--- src/rtl/param_updown_counter.sv ---
// Parametrised up/down counter with programmable modulus, wrap/saturate mode,
// synchronous clear and clamped load, terminal count and sticky wrap flag.
module param_updown_counter #(
    parameter int unsigned      WIDTH    = 4,
    parameter longint unsigned  MOD_MAX  = (64'd1 << WIDTH) - 64'd1,
    parameter bit               SATURATE = 1'b0
) (
    input  logic             clk,
    input  logic             rst,
    input  logic             en,
    input  logic             up_dn,
    input  logic             clear,
    input  logic             load,
    input  logic [WIDTH-1:0] load_val,
    output logic [WIDTH-1:0] count,
    output logic             tc,
    output logic             wrap_flag
);

    localparam logic [WIDTH-1:0] MAXV = WIDTH'(MOD_MAX);

    logic [WIDTH-1:0] count_nxt;
    logic             flag_nxt;
    logic             at_max;
    logic             at_zero;

    assign at_max  = (count == MAXV);
    assign at_zero = (count == '0);
    assign tc      = en & ~clear & ~load &
                     ((up_dn & at_max) | (~up_dn & at_zero));

    always_comb begin
        count_nxt = count;
        flag_nxt  = wrap_flag;
        if (clear) begin
            count_nxt = '0;
            flag_nxt  = 1'b0;
        end else if (load) begin
            count_nxt = (load_val > MAXV) ? MAXV : load_val;
        end else if (en) begin
            if (tc) begin
                // range end: either wrap to the opposite end or hold
                flag_nxt = 1'b1;
                if (!SATURATE)
                    count_nxt = up_dn ? '0 : MAXV;
            end else if (up_dn) begin
                count_nxt = count + WIDTH'(1);
            end else begin
                count_nxt = count - WIDTH'(1);
            end
        end
    end

    always_ff @(posedge clk or posedge rst) begin
        if (rst) begin
            count     <= '0;
            wrap_flag <= 1'b0;
        end else begin
            count     <= count_nxt;
            wrap_flag <= flag_nxt;
        end
    end

endmodule

--- config.mk ---
export PLATFORM = sky130hd
export DESIGN_NAME = param_updown_counter
export DESIGN_NICKNAME = d
export VERILOG_FILES = /design/src/rtl/param_updown_counter.sv
export SDC_FILE = /design/constraint.sdc
export NUM_CORES = 1
export LEC_CHECK = 0
export BUFFER_PORTS_ARGS = -buffer_cell sky130_fd_sc_hd__buf_2
export CAP_MARGIN = 40
export CORE_AREA = 2 2 39 41
export DETAILED_ROUTE_END_ITERATION = 8
export DIE_AREA = 0 0 41 43
export GPL_TIMING_DRIVEN = 0
export PLACE_DENSITY_LB_ADDON = 0.3
export SLEW_MARGIN = 20
export SYNTH_ARGS = -nofsm -noshare
export SYNTH_HDL_FRONTEND = slang
export SYNTH_SLANG_ARGS = --single-unit
--- constraint.sdc ---
create_clock -name clk -period 3.63 [get_ports clk]
set_input_delay 0.1815 -clock clk [delete_from_list [all_inputs] [get_ports clk]]
set_output_delay 0.1815 -clock clk [all_outputs]
set_load 0.05 [all_outputs]
# Word-level counts from Yosys, hierarchy flattened
# Cells that the tools add are included.
dict set report op_classes {
  addsub 2
  magnitude_cmp 1
  eq_ne 2
  n_mux 11
  n_bitwise 9
  reduce_logical 5
}
# cell count
set ops {}
lappend ops {{2-to-1 mux 4 bit} 7}
lappend ops {{AND 1 bit} 5}
lappend ops {{adder 4 x 1 -> 4 bit, second input constant} 1}
lappend ops {{equality test 4 bit, second input constant} 1}
lappend ops {{greater-than comparator 4 bit, second input constant} 1}
lappend ops {{logical NOT 4 bit} 1}
lappend ops {{2-to-1 mux 1 bit} 4}
lappend ops {{nonzero test 2 bit} 2}
lappend ops {{subtractor 4 x 1 -> 4 bit, second input constant} 1}
lappend ops {{inverter 1 bit} 3}
lappend ops {{AND reduction 3 bit} 1}
lappend ops {{nonzero test 3 bit} 1}
lappend ops {{inequality test 2 bit, second input constant} 1}
lappend ops {{OR 1 bit} 1}
dict set report totals {
  register_bits 5
  input_bits 10
  output_inout_bits 6
  elab_cells 32
}

# Longest topological paths before layout
# Gate-level depths: netlist of the first run.
dict set report logic_depth {
  word_depth 8
  mapped_depth 7
  ltp_nobuf 7
}

# Worst setup path before layout of the first run
# OpenSTA, ideal clock, no wires.
dict set report synth_path {
  path_type {register to register}
  start {register count[2]}
  end {register count[3]}
  setup_time_ps 65
  t_arrival_ps 2056
  t_required_ps 3565
  setup_slack_ps 1509
  stages_incl_launch_ff 7
  n_path_buf 0
  period_less_slack_ps 2121
  cell_sequence {dfrtp_1 > ha_1 > and3_1 > or3_1 > a31o_1 > a31oi_1 > a31o_1}
}
dict set report synth_between {
  elab_chain_cells 8
  word_cells_on_any_way 13
  classes_between {add/sub (2); eq/ne (1); mux (5); bitwise (4); reduce/logical (1)}
}
# item line_no
set synth_rtl {}
lappend synth_rtl {{start: declaration} 15} ;# output logic [WIDTH-1:0] count,
lappend synth_rtl {{start signal: assignment} 59} ;# count <= count_nxt;
lappend synth_rtl {{equality test 4 bit / logical NOT 4 bit (equally long branches)} {27, 28}}
lappend synth_rtl {{AND 1 bit} 30} ;# ((up_dn & at_max) | (~up_dn & at_zero));
lappend synth_rtl {{OR 1 bit} 30}
lappend synth_rtl {{AND 1 bit} 29} ;# assign tc = en & ~clear & ~load &
lappend synth_rtl {{2-to-1 mux 4 bit (*)} 41} ;# if (tc) begin
lappend synth_rtl {{2-to-1 mux 4 bit (*)} 40} ;# end else if (en) begin
lappend synth_rtl {{2-to-1 mux 4 bit (*)} 38} ;# end else if (load) begin
lappend synth_rtl {{2-to-1 mux 4 bit (*)} 35} ;# if (clear) begin
# Mark *: on every way between the ends. The rest lies on a longest branch, timed or not. The select of a mux whose other input is x is not followed.
# A chain may end at the register's enable or synchronous reset.

# Worst setup path after layout of the first run
# Same ends and word-level chain as after synthesis.

==> results.cfg, run 1 <==
[outcome]
status = finished, final reports clean

[clocking]
cts_tree = built
path_clk_slew_ps = 40
clock_latency_ps = 230
htree_levels = 1
clock-sinks = 5
cts_root_buf = clkbuf_4
cts_buffer_depth = 2
numCtsBuffers = 3

[synthesis]
syn_area_per_cell_um2 = 8.61
synth-main-ff-cell = dfrtp_1
yosysWarnings = 0
synth_area_um2 = 439
synth_seq_area_share_pct = 28.5
async_reset_ff_share_pct = 100
synth_cell_types = 24
ys_ff_latch = 5
synth_edf_count = 0
synth_nets = 64
syn_inst = 51

[routing]
viasPerCell = 4.91
dr.pass1.iters = 4
top_layer = met3
route.met3.wl_um = 47
ant_nets = 0
wl_per_cell_um = 11.2
drt_wl_total_um = 962
drt_iter0_drc = 9
wl_met2_um = 473
route.detailed.drc = 0
dr_total_vias = 422
drt-met1-wl_um = 442

[critical_path]
critPathBufInv = 0
r2r_cells = 6
path_depth = 6
worst-path-max-fanout = 5
crit_chain = ha_1 > and3_1 > or3_1 > a31o_1 > a31oi_1 > a31o_1
crit_type = flip-flop to flip-flop
r2r_slack_ps = 1680
crit_family = simple AND/OR/NAND/NOR gates
worstPathRequired_ps = 3800
cp_slowest_cell = dfrtp_1
cp_common_cell = a31o_1
crit_arrival_ps = 2120
start_kind = flip-flop
critical_path.max_stage_delay_ps = 440
end_kind = flip-flop

[global_route]
grt_usage_pct = 12.9
grt_max_degree = 10
grt_pass1_wl_mm = 1.55
overflow = 0
antenna_found_initial = 0
grt_pass1_vias = 365

[sta]
tightest_slew_ps = 269
fin_skew_ps = 0.185
finalHoldViolCount = 0
slew_viol_final = 0
min_period_ps = 1950
rsz0062_at_grt = false
timing.hold.ws_ps = 178
maxSlewHeadroom_pct = 82.1
fin_crit_sh_pct = 53.7
max_freq_mhz = 513
setup_violations = 0
setup_tns_ps = 0

[cells_and_area]
final_cell_count_no_fill = 86
antenna_cells = 0
area_delta_synth_final_pct = 28.8
fin_nets = 84
nFillCells = 153
drive_gt1_share_pct = 30.0

[power]
powerDensity_nw_per_um2 = 351
ir_drop_uv = 201
leakagePower_nw = 0.302

[die]
rows = 14
core_um2 = 1380
dieArea_um2 = 1760
io_pins = 16
chipWidth_um = 41
initial_utilization_pct = 31.7
die_y_um = 43

[placement]
port-buffer-count = 14
routabilityCongestion = 0.743
dp_cells = 81
dp_hpwl_um = 776

[min_path]
hold_path_class = input pin to flip-flop
min_path_cells = 3

[run]
maxCapViolCount = 0
## metal layers
metal | track usage [%] | vias up
met5 | 0 | -
met4 | 6.00 | 0
met3 | 1.57 | 0
met2 | 17.8 | 14
met1 | 19.1 | 188
li1 | - | 220
## path summary, 6_finish.rpt
check | from | to
setup / recovery | count[2]$_DFFE_PP0P_ | count[3]$_DFFE_PP0P_
hold / removal | load_val[2] | count[2]$_DFFE_PP0P_
setup reg to reg | count[2]$_DFFE_PP0P_ | count[3]$_DFFE_PP0P_
hold reg to reg | wrap_flag$_DFFE_PP0P_ | wrap_flag$_DFFE_PP0P_
max in group asynchronous | rst | count[1]$_DFFE_PP0P_
min in group asynchronous | rst | count[2]$_DFFE_PP0P_
## kinds of logic (layout without fill, tap and decap cells)
group / count (synthesis) / in the layout / share of synthesized area (%)
compound gates: 15 / 15 / 25.4
xor+xnor: 2 / 2 / 3.99
fa+ha+maj: 3 / 3 / 10.3
buf+inv: 8 / 27 / 7.12
flops: 5 / 5 / 28.5
simple gates: 18 / 18 / 24.8
## report_power, final
group / switching (mW) / leakage [nW] / internal (mW)
clock network: 0.0202 / 0.0150 / 0.0414
logic: 0.0408 / 0.221 / 0.0283
registers: 0.00766 / 0.0658 / 0.0600
total: 0.0687 / 0.302 / 0.130
## registers in the layout, indices dropped and copies added, names as in the netlist
| name | flops |
|---|---|
| count | 4 |
| wrap_flag | 1 |
## metrics by stage
step                      power [mW]  util, %  instance area, um^2  setup slack [ps]
after floorplan                0.118        -                  439              1510
after global placement         0.136     38.2                  529              1710
after detailed placement       0.137     38.2                  529              1680
after CTS                      0.204     40.9                  566              1680
after global routing           0.215     40.9                  566              1560
final                          0.198     40.9                  566              1680
## synth_stat cells, types with 2 or more instances
cell type / n / share of area [%]
nor2_1: 4 / 3.4
o21ai_0: 2 / 2.3
dfrtp_1: 5 / 28
nand2_1: 7 / 6.0
inv_1: 7 / 6.0
xnor2_1: 2 / 4.0
a21o_1: 3 / 5.1
a21oi_1: 3 / 3.4
a31o_1: 2 / 4.0
ha_1: 2 / 5.7
## cell type report
cell class	count	area [um^2]	area share [%]
Timing Repair Buffer	15	80.1	14.2
Inverter	7	26.3	4.65
Tap cell	16	20.0	3.54
Multi-Input combinational cell	38	283	50.0
Buffer	1	5.00	0.885
Clock buffer	4	26.3	4.65
Sequential cell	5	125	22.1
## worst min-delay path: cells and delay by family
family	cells	cell delay (ps)
AO/OA/AOI/OAI	1	50
buffers and inverters	1	100
AND/OR/NAND/NOR	1	40
## cells in the final DEF, fill, tap and decap left out
master and count:
clkbuf_4 3, a311o_1 1, dlygate4sd3_1 1, a21oi_1 3, and3_1 1, a31o_1 2, buf_2 15, and4_1 1
a21boi_2 1, nand2b_1 1, nor4_4 1, nand2_1 7, xnor2_1 2, or3_1 1, clkbuf_1 1, fa_1 1
dfrtp_1 5, ha_1 2, a31oi_1 1, a221o_1 1, a21o_1 3, a221oi_1 1, nand4_1 1, o21ai_0 2
nor3b_2 1, inv_1 7, nor2_1 4
## timing repair
action,CTS,global route
hold endpoints to repair,5,0
gates resized for setup,0,0
buffers inserted,0,0
hold buffers,1,0
No activity file was read; power rests on OpenSTA's default activity.
==> run 2: changes to the inputs <==
==> constraint.sdc (replaced) <==
create_clock -name clk -period 1.9 [get_ports clk]
set_input_delay 0.095 -clock clk [delete_from_list [all_inputs] [get_ports clk]]
set_output_delay 0.095 -clock clk [all_outputs]
set_load 0.05 [all_outputs]
==> run 2 against run 1 <==
Compared with the run above: hold slack got worse by 83 ps; largest cell class unchanged; total power up 100%; utilization rose by 2.8 points.
==> results.cfg, run 2 (same netlist as run 1, synthesis figures left out) <==
[outcome]
status = finished, final reports clean

[critical_path]
crit_arrival_ps = 2000
r2r_slack_ps = 70
start_kind = flip-flop
r2r-end = count[3]$_DFFE_PP0P_
crit_type = flip-flop to flip-flop
end_kind = flip-flop
worst-path-max-fanout = 5
worstPathRequired_ps = 2080
r2r_cells = 6
r2r_start = count[1]$_DFFE_PP0P_

[routing]
viasPerCell = 4.87
wl_met2_um = 496
dr_total_vias = 433
dr.pass1.iters = 3
drt_wl_total_mm = 1.05
drt_iter0_drc = 5
drt-met1-wl_um = 494
ant_nets = 0
top_layer = met3
route.met3.wl_um = 59
route.detailed.drc = 0
wl_per_cell_um = 11.8

[die]
die_y_um = 43
rows = 14
core_um2 = 1380
initial_utilization_pct = 31.7
dieArea_um2 = 1760
io_pins = 16
chipWidth_um = 41

[global_route]
grt_max_degree = 10
overflow = 0
grt_pass1_wl_mm = 1.60
grt_usage_pct = 13.3
antenna_found_initial = 0
grt_pass1_vias = 383

[power]
pwr-share-seq_pct = 31.9
ir_drop_uv = 304
swShare_pct = 35.1
pwr-share-comb_pct = 37.4
p_clk_share_pct = 30.7
power.internal_uw = 258
leakagePower_nw = 0.313
powerDensity_nw_per_um2 = 657
power.total_uw = 397
p_switching_uw = 139

[cells_and_area]
layout_commonest_cell = buf_2
fin_nets = 87
nFillCells = 149
layout_common_cells = 15 x buf_2, 7 x nand2_1, 7 x inv_1
area_delta_synth_final_pct = 37.6
largest_reg_flops = 4
antenna_cells = 0
drive_gt1_share_pct = 38.4
reg_top3 = count (4), wrap_flag (1)
regMostFlops = count

[sta]
fin_skew_ps = 1.35
slew_viol_final = 0
setup_violations = 0
fin_crit_sh_pct = 96.1
rsz0062_at_grt = false
setup_tns_ps = 0
tightest_slew_ps = 265
min_period_ps = 1830
maxSlewHeadroom_pct = 82.2
max_freq_mhz = 547
finalHoldViolCount = 0
timing.hold.ws_ps = 95.4

[clocking]
clock-sinks = 5
cts_root_buf = clkbuf_4
cts_tree = built
numCtsBuffers = 3
htree_levels = 1
path_clk_slew_ps = 40
clock_latency_ps = 240
cts_buffer_depth = 2

[placement]
port-buffer-count = 14
dp_hpwl_um = 839
routabilityCongestion = 0.661

[min_path]
hold_path_class = input pin to flip-flop
hold_start = load_val[2]
min_path_cells = 3
worstHoldEndpoint = count[2]$_DFFE_PP0P_

[run]
maxCapViolCount = 0
-- run 2: cell count changes in the layout (fill, tap and decap cells not counted), sizes merged --
cell | before | now
buf | 15 | 18
-- run 2: layout make-up --
class                           count  area [um^2]  area share [%]
Clock buffer                        4         26.3            4.35
Timing Repair Buffer               18          103            17.0
Tap cell                           16         20.0            3.31
Multi-Input combinational cell     38          295            48.9
Buffer                              1         5.00           0.828
Inverter                            7         26.3            4.35
Sequential cell                     5          129            21.3
-- run 2: routing by layer --
metal / up-vias / track usage [%]
li1: 226 / -
met1: 191 / 20.0
met2: 16 / 18.4
met3: 0 / 1.57
met4: 0 / 6.00
met5: - / 0
-- run 2: metrics by stage --
step                setup WS, ps  cell area (um^2)  cells  utilization (%)
global placement            57.1               546     81             39.4
finish                      73.3               604     89             43.7
detailed placement          37.2               546     81             39.4
global route                1.92               604     89             43.7
CTS                         20.7               582     86             42.0
floorplan                   5.06               455     51                -
-- run 2: power groups by stage --
| stage | sequential (mW) | combinational [mW] | clock, mW |
|---|---|---|---|
| floorplan | 0.157 | 0.0734 | 0 |
| global placement | 0.133 | 0.133 | 0 |
| detailed placement | 0.133 | 0.135 | 0 |
| CTS | 0.132 | 0.138 | 0.125 |
| global route | 0.128 | 0.162 | 0.134 |
| finish | 0.127 | 0.149 | 0.122 |
-- run 2: how the worst max path moves through the flow --
| stage | start | slack [ps] | end | cells past startpoint |
|---|---|---|---|---|
| 6_report | count[1]$_DFFE_PP0P_ | 70 | count[3]$_DFFE_PP0P_ | 6 |
| 5_1_grt | count[1]$_DFFE_PP0P_ | 2 | count[3]$_DFFE_PP0P_ | 6 |
| 4_1_cts | count[1]$_DFFE_PP0P_ | 20 | count[3]$_DFFE_PP0P_ | 6 |
| 3_5_place_dp | count[1]$_DFFE_PP0P_ | 40 | count[3]$_DFFE_PP0P_ | 6 |
| 3_3_place_gp | count[1]$_DFFE_PP0P_ | 60 | count[3]$_DFFE_PP0P_ | 6 |
| 2_1_floorplan | count[0]$_DFFE_PP0P_ | 5 | count[2]$_DFFE_PP0P_ | 7 |
-- run 2: worst max-delay path: stages, from the launching register on --
cell and delay, ps:
dfrtp_2 430, ha_1 270, and3_1 170, or3_1 370
a31o_1 230, a31oi_1 180, a31o_1 120
-- run 2: repair_timing --
item                                    4_1_cts  5_1_grt
hold endpoints to repair                      5        0
gates resized for setup                       0        0
hold buffers                                  1        0
endpoints found under the setup margin        0        3
buffers inserted                              0        3
==> run 3: changes to the inputs <==
--- a/config.mk
+++ b/config.mk
@@ -11,6 +11,7 @@
 export DETAILED_ROUTE_END_ITERATION = 8
 export DIE_AREA = 0 0 41 43
 export GPL_TIMING_DRIVEN = 0
+export MAX_ROUTING_LAYER = met4
 export PLACE_DENSITY_LB_ADDON = 0.3
 export SLEW_MARGIN = 20
 export SYNTH_ARGS = -nofsm -noshare
==> constraint.sdc (replaced) <==
create_clock -name clk -period 1.9 [get_ports clk]
set_input_delay 0.285 -clock clk [delete_from_list [all_inputs] [get_ports clk]]
set_output_delay 0.285 -clock clk [all_outputs]
set_load 0.05 [all_outputs]
==> run 3 against run 2 <==
Compared with the run above: worst setup slack worse by 15 ps; cell count down 3.4%; wire length up 3.0%; design area is 2.3% higher; clock power is essentially flat; critical path depth did not move; die area unchanged; hold slack better by 190 ps; combinational power barely moved; largest power group unchanged.
==> results.cfg, run 3 (same netlist as run 1, synthesis figures left out) <==
[outcome]
status = finished, final reports clean

[placement]
dp_hpwl_um = 839
dp_cells = 81
port-buffer-count = 14
routabilityCongestion = 0.667

[sta]
tightest_slew_ps = 270
setup_violations = 0
maxSlewHeadroom_pct = 81.8
slew_viol_final = 0
min_period_ps = 1840
rsz0062_at_grt = false
timing.hold.ws_ps = 286
setup_tns_ps = 0
fin_crit_sh_pct = 96.9
fin_skew_ps = 0.214
max_freq_mhz = 543
finalHoldViolCount = 0

[clocking]
path_clk_slew_ps = 40
clock_latency_ps = 240
htree_levels = 1
clock-sinks = 5
numCtsBuffers = 3
cts_buffer_depth = 2
cts_tree = built
cts_root_buf = clkbuf_4
cts_setup_buffers = 0

[critical_path]
crit_arrival_ps = 2020
start_kind = flip-flop
crit_type = flip-flop to flip-flop
worst-path-max-fanout = 5
end_kind = flip-flop
worstPathRequired_ps = 2080

[cells_and_area]
antenna_cells = 0
layout_commonest_cell = buf_2
fin_nets = 84
final_cell_count_no_fill = 86
final_core_util_pct = 44.7
layout_common_cells = 14 x buf_2, 7 x nand2_1, 7 x inv_1
largest_reg_flops = 4
reg_top3 = count (4), wrap_flag (1)
drive_gt1_share_pct = 42.9
nFillCells = 153
area_delta_synth_final_pct = 40.7
regMostFlops = count

[routing]
drt_wl_total_mm = 1.08
route.detailed.drc = 0
wl_per_cell_um = 12.6
ant_nets = 0
dr.pass1.iters = 2
drt_iter0_drc = 5
viasPerCell = 5.03
dr_total_vias = 433

[global_route]
antenna_found_initial = 0
grt_pass1_wl_mm = 1.60
grt_pass1_vias = 382
overflow = 0
grt_usage_pct = 13.7
grt_max_degree = 10

[power]
ir_drop_uv = 306
leakagePower_nw = 0.304
powerDensity_nw_per_um2 = 656
power.total_uw = 406

[run]
maxCapViolCount = 0

[die]
rows = 14
die_y_um = 43
chipWidth_um = 41
core_um2 = 1380
io_pins = 16
initial_utilization_pct = 31.7
dieArea_um2 = 1760

[min_path]
hold_path_class = input pin to flip-flop
-- run 3: cell types whose count changed in the layout (fill, tap and decap cells not counted), sizes merged --
| cell | delta |
|---|---|
| buf | -3 |
-- run 3: repair_timing --
action / in CTS / in global routing
endpoints found under the hold margin: 5 / 0
endpoints found under the setup margin: 0 / 4
gates resized for setup: 0 / 7
hold buffers: 1 / 0
-- run 3: stage by stage --
step	cell area, um^2	setup WS (ps)
final	618	58.6
after CTS	582	20.7
after floorplan	455	5.06
after global placement	546	-103
after global routing	618	2.60
after detailed placement	546	-121
-- run 3: final cells by class --
| type | count | area [um^2] | share of cell area, % |
|---|---|---|---|
| Buffer | 1 | 5.00 | 0.810 |
| Clock buffer | 4 | 26.3 | 4.25 |
| Inverter | 7 | 26.3 | 4.25 |
| Multi-Input combinational cell | 38 | 329 | 53.2 |
| Sequential cell | 5 | 129 | 20.9 |
| Tap cell | 16 | 20.0 | 3.24 |
| Timing Repair Buffer | 15 | 82.6 | 13.4 |
-- run 3: worst paths after layout --
kind	start	endpoint	slack [ps]	cells past startpoint
worst max-delay path	count[2]$_DFFE_PP0P_	count[3]$_DFFE_PP0P_	60	6
worst min-delay path	load_val[2]	count[2]$_DFFE_PP0P_	290	3
worst max register to register	count[2]$_DFFE_PP0P_	count[3]$_DFFE_PP0P_	60	6
worst min register to register	wrap_flag$_DFFE_PP0P_	wrap_flag$_DFFE_PP0P_	480	1
max in group asynchronous	rst	count[0]$_DFFE_PP0P_	1230	3
min in group asynchronous	rst	count[3]$_DFFE_PP0P_	490	3
-- run 3: worst max-delay path, cell delays in order (launching register included) --
cell and delay [ps]:
dfrtp_2 450, ha_4 280, and3_1 190, or3_4 370, a31o_1 180, a31oi_1 190
a31o_1 120
-- run 3: where the power goes --
part           internal, mW  total [mW]  switching, mW
clock network        0.0794       0.122         0.0428
registers             0.115       0.132         0.0169
logic                0.0665       0.151         0.0847
-- run 3: routing by layer --
layer | track usage [%] | vias up | part of all wire (%)
li1 | - | 220 | -
met1 | 20.0 | 197 | 46
met2 | 18.4 | 14 | 48
met3 | 1.57 | 2 | 4.9
met4 | 6.00 | 0 | 0.55
met5 | - | - | 0
